File: src/rtl/clk_div_pkg.sv
// Shared constants, types and helpers for the multi-channel clock divider.
package clk_div_pkg;

    localparam int unsigned CNT_W_C       = 32;
    localparam int unsigned DEFAULT_DIV_C = 50;
    localparam int unsigned NUM_CH_C      = 4;

    // Channel-index width: clog2(max(n,2)), so a single channel still gets one bit.
    function automatic int unsigned ch_idx_w(input int unsigned n);
        return (n < 2) ? 1 : $clog2(n);
    endfunction

    localparam int unsigned CH_IDX_W = ch_idx_w(NUM_CH_C);

    typedef logic [CNT_W_C-1:0] div_word_t;

endpackage

File: src/rtl/clk_div_multi_if.sv
// Control/status bundle of the multi-channel divider.
// Optional readback port div_rd exists only when CLK_DIV_READBACK_EN is defined.
interface clk_div_multi_if
    import clk_div_pkg::*;
#(
    parameter int unsigned NUM_CH = NUM_CH_C,
    parameter int unsigned CNT_W  = CNT_W_C
);
    localparam int unsigned DIV_CH_W = ch_idx_w(NUM_CH);

    logic [NUM_CH-1:0]   en;
    logic                sync;
    logic                div_wr;
    logic [DIV_CH_W-1:0] div_ch;
    logic [CNT_W-1:0]    div_data;
    logic [NUM_CH-1:0]   clkOut;
    logic [NUM_CH-1:0]   tick;
    logic [NUM_CH-1:0]   pending;
`ifdef CLK_DIV_READBACK_EN
    logic [CNT_W-1:0]    div_rd;
`endif

    // Controller side: drives enables, sync and divisor writes.
    modport master (
        output en, sync, div_wr, div_ch, div_data,
        input  clkOut, tick, pending
`ifdef CLK_DIV_READBACK_EN
        , input div_rd
`endif
    );

    // Divider side.
    modport slave (
        input  en, sync, div_wr, div_ch, div_data,
        output clkOut, tick, pending
`ifdef CLK_DIV_READBACK_EN
        , output div_rd
`endif
    );

endinterface

File: src/rtl/clk_div_chan.sv
// One divider channel: counter, active/shadow divisors, pending flag, toggle and tick.
// With CLK_DIV_READBACK_EN defined, the active divisor is exported for readback.
module clk_div_chan
    import clk_div_pkg::*;
#(
    parameter int unsigned CNT_W       = CNT_W_C,
    parameter int unsigned DEFAULT_DIV = DEFAULT_DIV_C
) (
    input  logic             clkIn,
    input  logic             reset,
    input  logic             en,
    input  logic             sync,
    input  logic             wr,
    input  logic [CNT_W-1:0] wr_data,
    output logic             clkOut,
    output logic             tick,
    output logic             pending
`ifdef CLK_DIV_READBACK_EN
    ,
    output logic [CNT_W-1:0] active_div
`endif
);

    logic [CNT_W-1:0] cnt;
    logic [CNT_W-1:0] active;
    logic [CNT_W-1:0] shadow;

    // Count, toggle at terminal count, and swap in the shadow divisor only there.
    always_ff @(posedge clkIn or negedge reset) begin
        if (!reset) begin
            cnt     <= '0;
            active  <= CNT_W'(DEFAULT_DIV);
            shadow  <= CNT_W'(DEFAULT_DIV);
            clkOut  <= 1'b0;
            tick    <= 1'b0;
            pending <= 1'b0;
        end else if (sync) begin
            cnt     <= '0;
            clkOut  <= 1'b0;
            tick    <= 1'b0;
            pending <= 1'b0;
            if (wr) begin
                shadow <= wr_data;
                active <= wr_data;
            end else begin
                active <= shadow;
            end
        end else begin
            tick <= 1'b0;
            if (en) begin
                if (cnt == active) begin
                    cnt     <= '0;
                    clkOut  <= ~clkOut;
                    tick    <= 1'b1;
                    active  <= shadow;
                    pending <= 1'b0;
                end else begin
                    cnt <= cnt + CNT_W'(1);
                end
            end
            // A write landing on the terminal count keeps pending set for the new value.
            if (wr) begin
                shadow  <= wr_data;
                pending <= 1'b1;
            end
        end
    end

`ifdef CLK_DIV_READBACK_EN
    assign active_div = active;
`endif

endmodule

File: src/rtl/clk_div_multi.sv
// Multi-channel programmable clock divider: write decoder, sync fan-out, channel array.
// Define CLK_DIV_READBACK_EN to add the registered active-divisor readback (div_rd).
module clk_div_multi
    import clk_div_pkg::*;
#(
    parameter int unsigned NUM_CH      = NUM_CH_C,
    parameter int unsigned CNT_W       = CNT_W_C,
    parameter int unsigned DEFAULT_DIV = DEFAULT_DIV_C
) (
    input  logic             clkIn,
    input  logic             reset,
    clk_div_multi_if.slave   bus
);

    logic [NUM_CH-1:0] wr_sel_c;
    logic [NUM_CH-1:0] clk_vec;
    logic [NUM_CH-1:0] tick_vec;
    logic [NUM_CH-1:0] pend_vec;

    // Decode the write strobe; an out-of-range channel matches nothing.
    always_comb begin
        wr_sel_c = '0;
        for (int unsigned i = 0; i < NUM_CH; i++) begin
            if (bus.div_wr && (32'(bus.div_ch) == i)) begin
                wr_sel_c[i] = 1'b1;
            end
        end
    end

`ifdef CLK_DIV_READBACK_EN
    logic [CNT_W-1:0] act_div [NUM_CH];
    logic [CNT_W-1:0] rd_sel_c;
    logic [CNT_W-1:0] div_rd_q;
`endif

    // One independent channel per output.
    for (genvar g = 0; g < NUM_CH; g++) begin : g_ch
        clk_div_chan #(
            .CNT_W       (CNT_W),
            .DEFAULT_DIV (DEFAULT_DIV)
        ) u_chan (
            .clkIn      (clkIn),
            .reset      (reset),
            .en         (bus.en[g]),
            .sync       (bus.sync),
            .wr         (wr_sel_c[g]),
            .wr_data    (bus.div_data),
            .clkOut     (clk_vec[g]),
            .tick       (tick_vec[g]),
            .pending    (pend_vec[g])
`ifdef CLK_DIV_READBACK_EN
            ,
            .active_div (act_div[g])
`endif
        );
    end

    assign bus.clkOut  = clk_vec;
    assign bus.tick    = tick_vec;
    assign bus.pending = pend_vec;

`ifdef CLK_DIV_READBACK_EN
    // Select the addressed channel's active divisor; out-of-range reads as zero.
    always_comb begin
        rd_sel_c = '0;
        for (int unsigned i = 0; i < NUM_CH; i++) begin
            if (32'(bus.div_ch) == i) begin
                rd_sel_c = act_div[i];
            end
        end
    end

    // Register the readback for one-cycle latency.
    always_ff @(posedge clkIn or negedge reset) begin
        if (!reset) begin
            div_rd_q <= '0;
        end else begin
            div_rd_q <= rd_sel_c;
        end
    end

    assign bus.div_rd = div_rd_q;
`endif

endmodule

File: src/flat_wrapper.sv
// flat-port wrapper written by rule: the top's interface ports become plain ports
module clk_div_multi_flat import clk_div_pkg::*;
#(
    parameter int unsigned NUM_CH      = NUM_CH_C,
    parameter int unsigned CNT_W       = CNT_W_C,
    parameter int unsigned DEFAULT_DIV = DEFAULT_DIV_C
)
  (clkIn, reset, bus_en, bus_sync, bus_div_wr, bus_div_ch, bus_div_data, bus_clkOut, bus_tick, bus_pending);
  clk_div_multi_if #(.NUM_CH(NUM_CH), .CNT_W(CNT_W)) bus_i ();
  input  logic clkIn;
  input  logic reset;
  input wire logic [$bits(bus_i.en)-1:0] bus_en;
  input wire logic [$bits(bus_i.sync)-1:0] bus_sync;
  input wire logic [$bits(bus_i.div_wr)-1:0] bus_div_wr;
  input wire logic [$bits(bus_i.div_ch)-1:0] bus_div_ch;
  input wire logic [$bits(bus_i.div_data)-1:0] bus_div_data;
  output wire logic [$bits(bus_i.clkOut)-1:0] bus_clkOut;
  output wire logic [$bits(bus_i.tick)-1:0] bus_tick;
  output wire logic [$bits(bus_i.pending)-1:0] bus_pending;
  assign bus_i.en = bus_en;
  assign bus_i.sync = bus_sync;
  assign bus_i.div_wr = bus_div_wr;
  assign bus_i.div_ch = bus_div_ch;
  assign bus_i.div_data = bus_div_data;
  assign bus_clkOut = bus_i.clkOut;
  assign bus_tick = bus_i.tick;
  assign bus_pending = bus_i.pending;
  clk_div_multi #(.NUM_CH(NUM_CH), .CNT_W(CNT_W), .DEFAULT_DIV(DEFAULT_DIV)) u_core (.clkIn(clkIn), .reset(reset), .bus(bus_i));
endmodule
File: config.mk
export PLATFORM = sky130hd
export DESIGN_NAME = clk_div_multi_flat
export DESIGN_NICKNAME = d
export VERILOG_FILES = /design/src/rtl/clk_div_pkg.sv /design/src/rtl/clk_div_multi_if.sv /design/src/rtl/clk_div_chan.sv /design/src/rtl/clk_div_multi.sv /design/src/flat_wrapper.sv
export SDC_FILE = /design/constraint.sdc
export NUM_CORES = 1
export LEC_CHECK = 0
export BUFFER_PORTS_ARGS = -buffer_cell sky130_fd_sc_hd__buf_4
export CORE_ASPECT_RATIO = 0.8
export CORE_UTILIZATION = 40
export DETAILED_ROUTE_END_ITERATION = 10
export PLACE_DENSITY = 0.59
export SLEW_MARGIN = 40
export SYNTH_ARGS = -nofsm -noshare
export SYNTH_HDL_FRONTEND = slang
export SYNTH_SLANG_ARGS = --single-unit
export TNS_END_PERCENT = 1
File: constraint.sdc
create_clock -name clkIn -period 6 [get_ports clkIn]
set_clock_uncertainty 0.1 [all_clocks]
set_input_delay 0.6 -clock clkIn [delete_from_list [all_inputs] [get_ports clkIn]]
set_output_delay 0.6 -clock clkIn [all_outputs]
set_load 0.01 [all_outputs]
==> metrics.md, run 1 <==
| Metric | Value |
|---|---|
| Status | `finished, final reports clean` |
| Maximum vdd drop | `0.000218 V` |
| Die W | `254 µm` |
| CP cell instances | `xor2_1 -> nor4_1 -> nand4_4 -> o31ai_4 -> buf_6 -> buf_6 -> nor2_1` |
| RSZ-0062 raised after global routing | `false` |
| Via density | `5.94` |
| Syn Nets | `about 2000` |
| Most frequent cells in the layout | `372 x dfrtp_1, 233 x nor2_1, 185 x xor2_1, 163 x nand4_1` |
| TritonCTS sink count | `396` |
| Max incr delay on CP | `around 0.65 ns` |
| Final critical-path required period | `3.25 ns` |
| Pwr dens | `293 nW/µm²` |
| Ports | `54` |
| Nets@finish | `1956` |
| Post-Syn Area | `~20000 µm²` |
| Number of synthesized flops with an enable pin | `0` |
| WP buf/inv | `2` |
| Synth top area share | `0.456` |
| Die H | `204 µm` |
| Max_cap viols | `0` |
| Worst-margin pin slew | `about 0.80 ns` |
| Synth Flop Type | `dfrtp_1` |
| Crit-path max FO | `34` |
| Worst-path clk slew | `0.06 ns` |
| Post-synth top area cell | `dfrtp_1` |
| Final count of pins violating max slew | `0` |
| Initial core utilization | `0.407` |
| Final cell count without fillers | `2619` |
| GR Overflow Total | `0` |
| Ys Warns | `0` |
| Die area | `51900 µm²` |
| Vias in the first global route | `15300` |
| Worst EP required | `roughly 6.3 ns` |
| Pin count of the biggest net entering global routing | `between 150 and 200` |
| Worst slew margin | `0.464` |
| Crit. End Element | `flop` |
| Most common cell after layout, fill and taps aside | `dfrtp_1` |
| TritonCTS clock tree | `built` |
| CTS resizes | `0` |
| WP data arrival | `roughly 3.6 ns` |
| Layout cell share with drive strength beyond 1 | `0.182` |
| Setup TNS | `0 ns` |
| CP max-delay cell | `nor4_1` |
| Synth Area per Inst | `10.4 µm²` |
| Setup ws final | `~2.7 ns` |
| H-tree depth | `2` |
| Yosys cell types | `60` |
| Worst setup SP type | `flop` |
| Hold Fails Final Rpt | `0` |
| Drc violations | `0` |
| Clock share of power | `0.380` |
| Setup violators final | `0` |
| Cells after Synth | `1959` |
| Most used cell, CP | `buf_6` |
| Iteration count of the initial detailed-routing pass | `7` |
| Starting DRT DRC Count | `between 1000 and 1500` |
| Worst skew pair latency | `0.56 ns` |
| Final GP Congestion | `0.826` |
| FILL cells | `between 4000 and 5000` |
| Initial antenna violation count | `9` |
| Sequential element share of the synthesized area | `0.487` |
| Area contributors post-synth | `dfrtp_1 46%, xor2_1 7.9%, mux2_2 7.1%` |
| Routed len/inst | `21.8 µm` |
| P_leak | `8.91 nW` |
| Flop pwr share | `0.492` |
| Post-Route WL | `57.0 mm` |
| Pwr Total | `6.59 mW` |
| CTS Buf Count | `41` |
| Area growth, synth to finish | `10.3%` |
| Core ar. | `50100 µm²` |
| ANT nets after route | `0` |
| Setup Slack @ Placement | `about 2.7 ns` |
| Root Buffer | `clkbuf_16` |
| Path type of the worst setup path | `flop to flop` |
| Via count | `15600` |
| Global Route Usage Sum | `0.222` |
| Post-synth ARST share | `1.00` |
| Max Clk Rate | `308 MHz` |
| Post-DP HPWL | `between 30 and 40 mm` |
| Final cycle utilization of the critical path | `0.542` |
| First-pass GRT wire length | `90.0 mm` |
| Cells after DPL | `2539` |
| Max Buffers Root-to-Sink | `3` |
| NetSw | `1.78 mW` |
| Part of the power in combinational logic | `0.128` |
| Sw frac | `0.269` |
| Crit path max-delay family | `simple AND/OR/NAND/NOR gates` |
| IO buf count | `53` |
| Min-delay worst type | `primary input to flop` |
| FP Rows | `73` |
| P_int | `4.81 mW` |
| Seq cells post-synth | `396` |
==> per-layer routing <==
layer  up-vias  global-route usage  part of all wire
met3        72              0.0391             0.061
met1      7980               0.333              0.48
met2       443               0.330              0.44
li1       7068                   -                 -
met5         -             0.00190                 0
met4         0              0.0540             0.019
==> power groups by stage <==
stage,Sequential [mW],Combinational [mW],Clock (mW)
2_1_floorplan,3.20,0.589,0
3_3_place_gp,3.27,0.822,0
3_5_place_dp,3.28,0.839,0
4_1_cts,3.24,0.844,2.56
5_1_grt,3.27,0.940,2.66
6_report,3.24,0.844,2.50
==> metrics by stage <==
step	hold WS, ns	utilization	cell area [µm²]
after floorplan	0.204	-	20400
after global placement	0.385	0.420	21000
after global routing	0.268	0.449	22500
after CTS	0.264	0.448	22400
final	0.278	0.449	22500
after detailed placement	0.398	0.422	21100
==> cell type report <==
type | count | area (µm²) | area share
antenna | 2 | 5.00 | 0.000222
clock buffer | 70 | 1260 | 0.0562
clock inverter | 5 | 36.3 | 0.00161
inverter | 20 | 82.6 | 0.00367
multi-input combinational | 1363 | 9570 | 0.426
sequential | 396 | 9940 | 0.442
tap | 675 | 845 | 0.0375
timing repair buffer | 88 | 749 | 0.0333
==> flip-flops by register name, summed over array words and instances (netlist names) <==
register                    cells
u_core.g_ch.u_chan.shadow     128
u_core.g_ch.u_chan.pending      4
u_core.g_ch.u_chan.cnt        128
u_core.g_ch.u_chan.clkOut       4
u_core.g_ch.u_chan.active     128
u_core.g_ch.u_chan.tick         4
==> worst paths after layout <==
path / start / endpoint / slack (ns) / cells after the start
max: u_core.g_ch[3].u_chan.cnt[11] / u_core.g_ch[3].u_chan.cnt[11] / 2.75 / 7
min: bus_div_data[30] / u_core.g_ch[2].u_chan.shadow[30] / 0.28 / 2
max reg2reg: u_core.g_ch[3].u_chan.cnt[11] / u_core.g_ch[3].u_chan.cnt[11] / 2.75 / 7
min reg2reg: u_core.g_ch[0].u_chan.shadow[4] / u_core.g_ch[0].u_chan.active[4] / 0.41 / 2
max in group asynchronous: reset / u_core.g_ch[0].u_chan.cnt[27] / 4.08 / 4
min in group asynchronous: reset / u_core.g_ch[3].u_chan.shadow[7] / 0.46 / 2
==> timing repair <==
action	in CTS	in global routing
setup buffers	0	0
hold buffers	1	0
hold endpoints to repair	44	0
==> Yosys cell counts, types with 41 or more instances <==
cell and n:
nand2_1 52, a31oi_1 128, o31ai_1 128, nor3_1 41, xnor2_1 56, clkbuf_1 93, nand4_1 163, nand3_1 45
dfrtp_1 372, buf_2 55, nor2_1 234, mux2_2 128, xor2_1 185
==> cell families (layout without fill, tap and decap cells) <==
group / count (synthesis) / after routing / synth area share
other: 0 / 2 / 0
buffers and inverters: 200 / 183 / 0.0465
AOI/OAI and AO/OA: 309 / 309 / 0.107
adders and majority gates: 4 / 4 / 0.00245
DFF: 396 / 396 / 0.487
muxes: 132 / 132 / 0.0729
xor gates and xnor gates: 241 / 241 / 0.103
and+or+nand+nor: 677 / 677 / 0.181
No activity file was read; power rests on OpenSTA's default activity.
==> run 2: changes to the inputs <==
- ABC_AREA: not set -> 1
- clock period: 6 -> 3.26 ns (I/O delays scaled with it)
==> metrics.md, run 2 <==
| Metric | Value |
|---|---|
| Setup violators final | `0 (unchanged)` |
| Hold Fails Final Rpt | `0 (unchanged)` |
| Post-synth ARST share | `1.00 (unchanged)` |
| Syn Nets | `2870 (+43%)` |
| Via density | `5.08 (-15%)` |
| WP data arrival | `2.70 ns (-0.88 ns)` |
| H-tree depth | `2 (unchanged)` |
| Starting DRT DRC Count | `1641 (+24%)` |
| RSZ-0062 raised after global routing | `false` |
| Maximum vdd drop | `0.000364 V (+67%)` |
| WHS Path Cells | `5 (+3)` |
| Core ar. | `52500 µm² (+4.8%)` |
| Most used cell, CP | `nand2_1` |
| R2r setup slk | `0.91 ns (-1.84 ns)` |
| IO buf count | `53 (unchanged)` |
| Die W | `260 µm (+2.0%)` |
| Iteration count of the initial detailed-routing pass | `5 (-2)` |
| CTS Buf Count | `44 (+7.3%)` |
| Final critical-path required period | `2.35 ns (-0.904 ns)` |
| P_leak | `11.5 nW (+29%)` |
| ANT nets after route | `0 (unchanged)` |
| Via count | `18200 (+17%)` |
| Layout cell share with drive strength beyond 1 | `0.0743 (-0.107)` |
| Regs by FF count | `u_core.g_ch.u_chan.active x128, u_core.g_ch.u_chan.cnt x128, u_core.g_ch.u_chan.shadow x128` |
| Final GP Congestion | `0.903 (+9.4%)` |
| Drc violations | `0 (unchanged)` |
| Worst EP required | `3.62 ns (-2.71 ns)` |
| Area growth, synth to finish | `13.4%` |
| Worst slew margin | `0.541 (+0.0773)` |
| Crit path max-delay family | `simple AND/OR/NAND/NOR gates` |
| Max Clk Rate | `426 MHz (+38%)` |
| Final cycle utilization of the critical path | `0.720 (+0.178)` |
| Most common cell after layout, fill and taps aside | `nand2_1` |
| Initial core utilization | `0.405 (-0.00248)` |
| Root Buffer | `clkbuf_16` |
| # Post-CTS Setup Buffers | `0 (unchanged)` |
| Area contributors post-synth | `dfrtp_1 44%, nand2_1 12%, nand3_1 7.8%` |
| Post-Syn Area | `21200 µm² (+4.2%)` |
| TritonCTS clock tree | `built` |
| Max Buffers Root-to-Sink | `3 (unchanged)` |
| R2r startpoint | `u_core.g_ch[1].u_chan.cnt[19]` |
| Crit-path max FO | `35 (+2.9%)` |
| Synth Area per Inst | `7.52 µm² (-28%)` |
| Final count of pins violating max slew | `0 (unchanged)` |
| Max_cap viols | `0 (unchanged)` |
| Path depth of the worst reg2reg path | `12 (+5)` |
| FILL cells | `5168 (+7.8%)` |
| ANT cells | `0 (-2)` |
| FP Rows | `75 (+2.7%)` |
| Min-delay worst type | `primary input to flop` |
| Seq cells post-synth | `396 (unchanged)` |
| TritonCTS sink count | `396 (unchanged)` |
| Ports | `54 (unchanged)` |
| Global Route Usage Sum | `0.221 (-0.00111)` |
| Post-Route WL | `58.3 mm (+2.1%)` |
| WP buf/inv | `3 (+1)` |
| Area after DPL | `22200 µm² (+4.9%)` |
| CP cell instances | `inv_1 -> nand2_1 -> nand2_1 -> nand2_1 -> nor2_1 -> nand2_1 -> nor2_1 -> nand3_1 -> buf_4 -> nand2_1 -> buf_4 -> nor2_1` |
| Vias in the first global route | `17600 (+15%)` |
| First-pass GRT wire length | `95.3 mm (+5.9%)` |
| Most frequent cells in the layout | `670 x nand2_1, 391 x nor2_1, 372 x dfrtp_1, 331 x nand3_1, 314 x inv_1` |
| Cells after Synth | `2824 (+44%)` |
| GR Overflow Total | `0 (unchanged)` |
| Hold Startpoint | `bus_en[2]` |
| Number of synthesized flops with an enable pin | `0 (unchanged)` |
| Worst-path clk slew | `0.06 ns (about the same)` |
| Setup ws final | `0.912 ns (-1.84 ns)` |
| R2r endpoint | `u_core.g_ch[1].u_chan.cnt[27]` |
| Max incr delay on CP | `0.43 ns (-0.22 ns)` |
| Worst-margin pin slew | `0.683 ns (-0.121 ns)` |
| Crit. End Element | `flop` |
| Die H | `208 µm (+2.0%)` |
| Routed len/inst | `16.2 µm (-25%)` |
| Synth top area share | `0.438 (-0.0183)` |
| CP max-delay cell | `dfrtp_1` |
| Worst setup SP type | `flop` |
| Design area | `24100 µm² (+7.1%)` |
| Post-synth top area cell | `dfrtp_1` |
| Sequential element share of the synthesized area | `0.468 (-0.0195)` |
| Count leader, synth | `nand2_1` |
| Status | `finished, final reports clean` |
| Post-synth top cells | `670 x nand2_1, 391 x nor2_1, 372 x dfrtp_1` |
| Nets@finish | `2902 (+48%)` |
| Setup Slack @ Placement | `0.897 ns (-1.83 ns)` |
| Initial antenna violation count | `2 (-7)` |
| Die area | `54000 µm² (+4.1%)` |
| Endpoint, Worst Hold | `u_core.g_ch[2].u_chan.tick` |
| Post-DP HPWL | `39.5 mm (+10%)` |
| Pwr dens | `535 nW/µm² (+82%)` |
| Synth Flop Type | `dfrtp_1` |
| Setup TNS | `0 ns (unchanged)` |
| Ys Warns | `0 (unchanged)` |
| Worst skew pair latency | `0.58 ns (+0.02 ns)` |
| Pin count of the biggest net entering global routing | `92 (-39%)` |
| Path type of the worst setup path | `flop to flop` |
| Yosys cell types | `35 (-42%)` |
| Final core utilization | `0.459 (+0.00996)` |
[run 2: cell type report]
cell class,instances,area [µm²],share of cell area
Multi-Input combinational cell,1970,9410,0.391
Tap cell,693,867,0.0360
Timing Repair Buffer,125,1140,0.0475
Inverter,319,1200,0.0498
Clock buffer,68,1350,0.0561
Sequential cell,396,9940,0.412
Clock inverter,14,183,0.00758
[run 2: stage by stage]
step	power (mW)	hold slack, ns	cells
after global routing	13.5	0.0605	3585
after floorplan	7.01	-0.0696	2824
after CTS	13.0	0.0210	3584
final	12.9	0.0513	3585
after detailed placement	7.62	0.331	3467
after global placement	7.55	0.328	3467
[run 2: cells by family after synthesis]
logic type / synth area share
AO/OA/AOI/OAI: 0.0663
adder cells (fa/ha/maj): 0.00236
XOR/XNOR: 0.0746
buffers and inverters: 0.0896
AND/OR/NAND/NOR: 0.299
flip-flops: 0.468
[run 2: metal layers]
metal,track usage,part of all wire,vias to the layer above
met4,0.0609,0.022,2
met1,0.337,0.50,8719
met3,0.0337,0.057,89
li1,-,-,8938
met5,0,0.00033,-
met2,0.323,0.42,458
[run 2: worst max path at each step]
stage / slack, ns / cells past startpoint / startpoint / endpoint
6_report: 0.91 / 12 / u_core.g_ch[1].u_chan.cnt[19] / u_core.g_ch[1].u_chan.cnt[27]
5_1_grt: 0.69 / 11 / u_core.g_ch[2].u_chan.cnt[19] / u_core.g_ch[2].u_chan.active[16]
4_1_cts: 0.94 / 12 / u_core.g_ch[1].u_chan.cnt[19] / u_core.g_ch[1].u_chan.cnt[23]
3_5_place_dp: 0.90 / 8 / bus_div_wr / u_core.g_ch[3].u_chan.active[3]
3_3_place_gp: 0.95 / 9 / bus_sync / u_core.g_ch[2].u_chan.cnt[31]
2_1_floorplan: 1.54 / 11 / u_core.g_ch[0].u_chan.cnt[23] / u_core.g_ch[0].u_chan.cnt[12]
[run 2: timing repair]
action	4_1_cts	5_1_grt
endpoints found under the hold margin	178	0
resized for setup	0	0
hold buffers	35	0
[run 2: worst min-delay path, delay by kind of cell]
kind                   cells  cell delay [ns]
and+or+nand+nor            2             0.11
buffers and inverters      3             0.24
[run 2: power breakdown]
part | switching [mW] | internal [mW] | total (mW) | leakage (nW)
Sequential | 0.311 | 5.46 | 5.77 | 4.88
Clock | 2.13 | 3.17 | 5.30 | 0.755
Combinational | 1.13 | 0.676 | 1.81 | 5.83
Total | 3.57 | 9.31 | 12.9 | 11.5
==> run 3: changes to the inputs <==
- PLACE_DENSITY: 0.59 -> 0.61
- clock period: 3.26 -> 2 ns (I/O delays scaled with it)
==> metrics.md, run 3 (synthesis results as in run 2) <==
| Metric | Value |
|---|---|
| Status | `finished, violations left` |
| Failing checks | `DRC` |
| Drc violations | `2 (+2)` |
| CTS Buf Count | `43 (-2.3%)` |
| Path depth of the worst reg2reg path | `7 (-5)` |
| Worst EP required | `2.34 ns (-1.28 ns)` |
| Pin count of the biggest net entering global routing | `83 (-9.8%)` |
| R2r endpoint | `u_core.g_ch[2].u_chan.cnt[31]` |
| Setup Slack @ Placement | `0.0341 ns (-0.863 ns)` |
| FP Rows | `75 (unchanged)` |
| Initial core utilization | `0.405 (unchanged)` |
| IO buf count | `53 (unchanged)` |
| Post-Route WL | `58.7 mm (+0.70%)` |
| R2r setup slk | `0.1 ns (-0.81 ns)` |
| Maximum vdd drop | `0.000605 V (+66%)` |
| Core ar. | `52500 µm² (unchanged)` |
| Via count | `18500 (+1.8%)` |
| Worst-margin pin slew | `0.586 ns (-0.0970 ns)` |
| Worst skew pair latency | `0.56 ns (-0.02 ns)` |
| Routed len/inst | `16.1 µm (-1.0%)` |
| RSZ-0062 raised after global routing | `true` |
| Starting DRT DRC Count | `1768 (+7.7%)` |
| Final GP Congestion | `0.914 (+1.1%)` |
| Setup ws final | `0.0997 ns (-0.812 ns)` |
| Crit-path max FO | `4 (-89%)` |
| Vias in the first global route | `17900 (+1.8%)` |
| Area growth, synth to finish | `16.8%` |
| WP data arrival | `2.25 ns (-0.45 ns)` |
| Die area | `54000 µm² (unchanged)` |
| Final cycle utilization of the critical path | `0.950 (+0.230)` |
| Setup TNS | `0 ns (unchanged)` |
| Final count of pins violating max slew | `0 (unchanged)` |
| Die H | `208 µm (unchanged)` |
| ANT cells | `0 (unchanged)` |
| Pwr Total | `21.0 mW (+63%)` |
| Root Buffer | `clkbuf_16` |
| Hold_ws | `0.0191 ns (-0.0322 ns)` |
| Layout cell share with drive strength beyond 1 | `0.101 (+0.0262)` |
| Initial antenna violation count | `0 (-2)` |
| Final critical-path required period | `1.90 ns (-0.448 ns)` |
| Die W | `260 µm (unchanged)` |
| Ports | `54 (unchanged)` |
| TritonCTS clock tree | `built` |
| R2r startpoint | `u_core.g_ch[2].u_chan.cnt[21]` |
| Regs by FF count | `u_core.g_ch.u_chan.active x128, u_core.g_ch.u_chan.cnt x128, u_core.g_ch.u_chan.shadow x128` |
| Most frequent cells in the layout | `668 x nand2_1, 376 x nor2_1, 370 x dfrtp_1, 329 x nand3_1, 314 x inv_1` |
| Nets@finish | `2967 (+2.2%)` |
| TritonCTS sink count | `396 (unchanged)` |
| Global Route Usage Sum | `0.220 (-0.00111)` |
| Worst-path clk slew | `0.06 ns (about the same)` |
| Min-delay worst type | `primary input to flop` |
| Worst slew margin | `0.606 (+0.0652)` |
| Hold Fails Final Rpt | `0 (unchanged)` |
| Endpoint, Worst Hold | `u_core.g_ch[3].u_chan.active[4]` |
| Pwr dens | `846 nW/µm² (+58%)` |
| Max Clk Rate | `526 MHz (+24%)` |
| Iteration count of the initial detailed-routing pass | `9 (+4)` |
| WHS Path Cells | `5 (unchanged)` |
| Hold Startpoint | `bus_sync` |
| Setup violators final | `0 (unchanged)` |
| Post-DP HPWL | `40.9 mm (+3.4%)` |
| P_leak | `11.9 nW (+3.5%)` |
| Max Buffers Root-to-Sink | `3 (unchanged)` |
| Most common cell after layout, fill and taps aside | `nand2_1` |
| GR Overflow Total | `0 (unchanged)` |
| H-tree depth | `2 (unchanged)` |
| ANT nets after route | `0 (unchanged)` |
| Path type of the worst setup path | `flop to flop` |
| Via density | `5.08 (about the same)` |
| First-pass GRT wire length | `95.3 mm (about the same)` |
| Worst setup SP type | `flop` |
| Max_cap viols | `0 (unchanged)` |
| Crit. End Element | `flop` |
[run 3: cell count changes in the layout (fill, tap and decap cells not counted), moves of 4 or more]
cell,change
nor2_2,+11
buf_12,+13
clkbuf_8,-5
nor2_1,-15
nor2_4,+4
buf_4,+46
dlygate4sd3_1,+5
[run 3: layout make-up]
type                    count  area, µm²
fillers                  5104      27600
multi-input cells        1970       9500
clock inverters            15        228
repair buffers            191       1810
clock buffers              63       1280
inverters                 319       1200
well taps                 693        867
flip-flops and latches    396       9940
[run 3: worst max path at each step]
stage	cells past startpoint	startpoint	to	slack, ns
final	7	u_core.g_ch[2].u_chan.cnt[21]	u_core.g_ch[2].u_chan.cnt[31]	0.1
after global routing	10	u_core.g_ch[0].u_chan.cnt[0]	u_core.g_ch[0].u_chan.cnt[30]	-0.06
after CTS	8	u_core.g_ch[3].u_chan.cnt[1]	u_core.g_ch[3].u_chan.cnt[24]	0.03
after detailed placement	8	u_core.g_ch[3].u_chan.cnt[1]	u_core.g_ch[3].u_chan.cnt[24]	0.03
after global placement	8	u_core.g_ch[3].u_chan.cnt[0]	u_core.g_ch[3].u_chan.cnt[24]	0.06
after floorplan	11	u_core.g_ch[0].u_chan.cnt[23]	u_core.g_ch[0].u_chan.cnt[12]	0.28
[run 3: worst max-delay path, stage by stage, from the launching register on]
cell and delay [ns]:
dfrtp_1 0.36, buf_4 0.14, nand2_1 0.07, nor3_1 0.46
nand4_1 0.31, nand3b_1 0.24, nand2_1 0.07, nor2_1 0.03
[run 3: repair_timing]
action / 4_1_cts / 5_1_grt
buffers inserted: 0 / 2
endpoints found under the setup margin: 0 / 175
resized for setup: 0 / 33
hold endpoints to repair: 489 / 0
hold buffers: 40 / 0
[run 3: metal layers]
| metal | share of wire | up-vias | global-route usage |
|---|---|---|---|
| met4 | 0.021 | 0 | 0.0531 |
| met5 | 0 | - | 0 |
| met1 | 0.48 | 8912 | 0.330 |
| met3 | 0.058 | 79 | 0.0295 |
| li1 | - | 9058 | - |
| met2 | 0.44 | 480 | 0.334 |
[run 3: power by group]
part           switching, mW  leakage (nW)  internal [mW]
logic                   1.84          6.24           1.15
registers              0.511          4.88           8.90
clock network           3.39         0.746           5.22
total                   5.74          11.9           15.3
[run 3: stage by stage]
step / cell area [µm²] / utilization / instances
4_1_cts: 24700 / 0.471 / 3645
3_5_place_dp: 22800 / 0.434 / 3527
6_report: 24800 / 0.473 / 3647
2_1_floorplan: 21200 / - / 2824
5_1_grt: 24800 / 0.473 / 3647
3_3_place_gp: 22800 / 0.434 / 3527
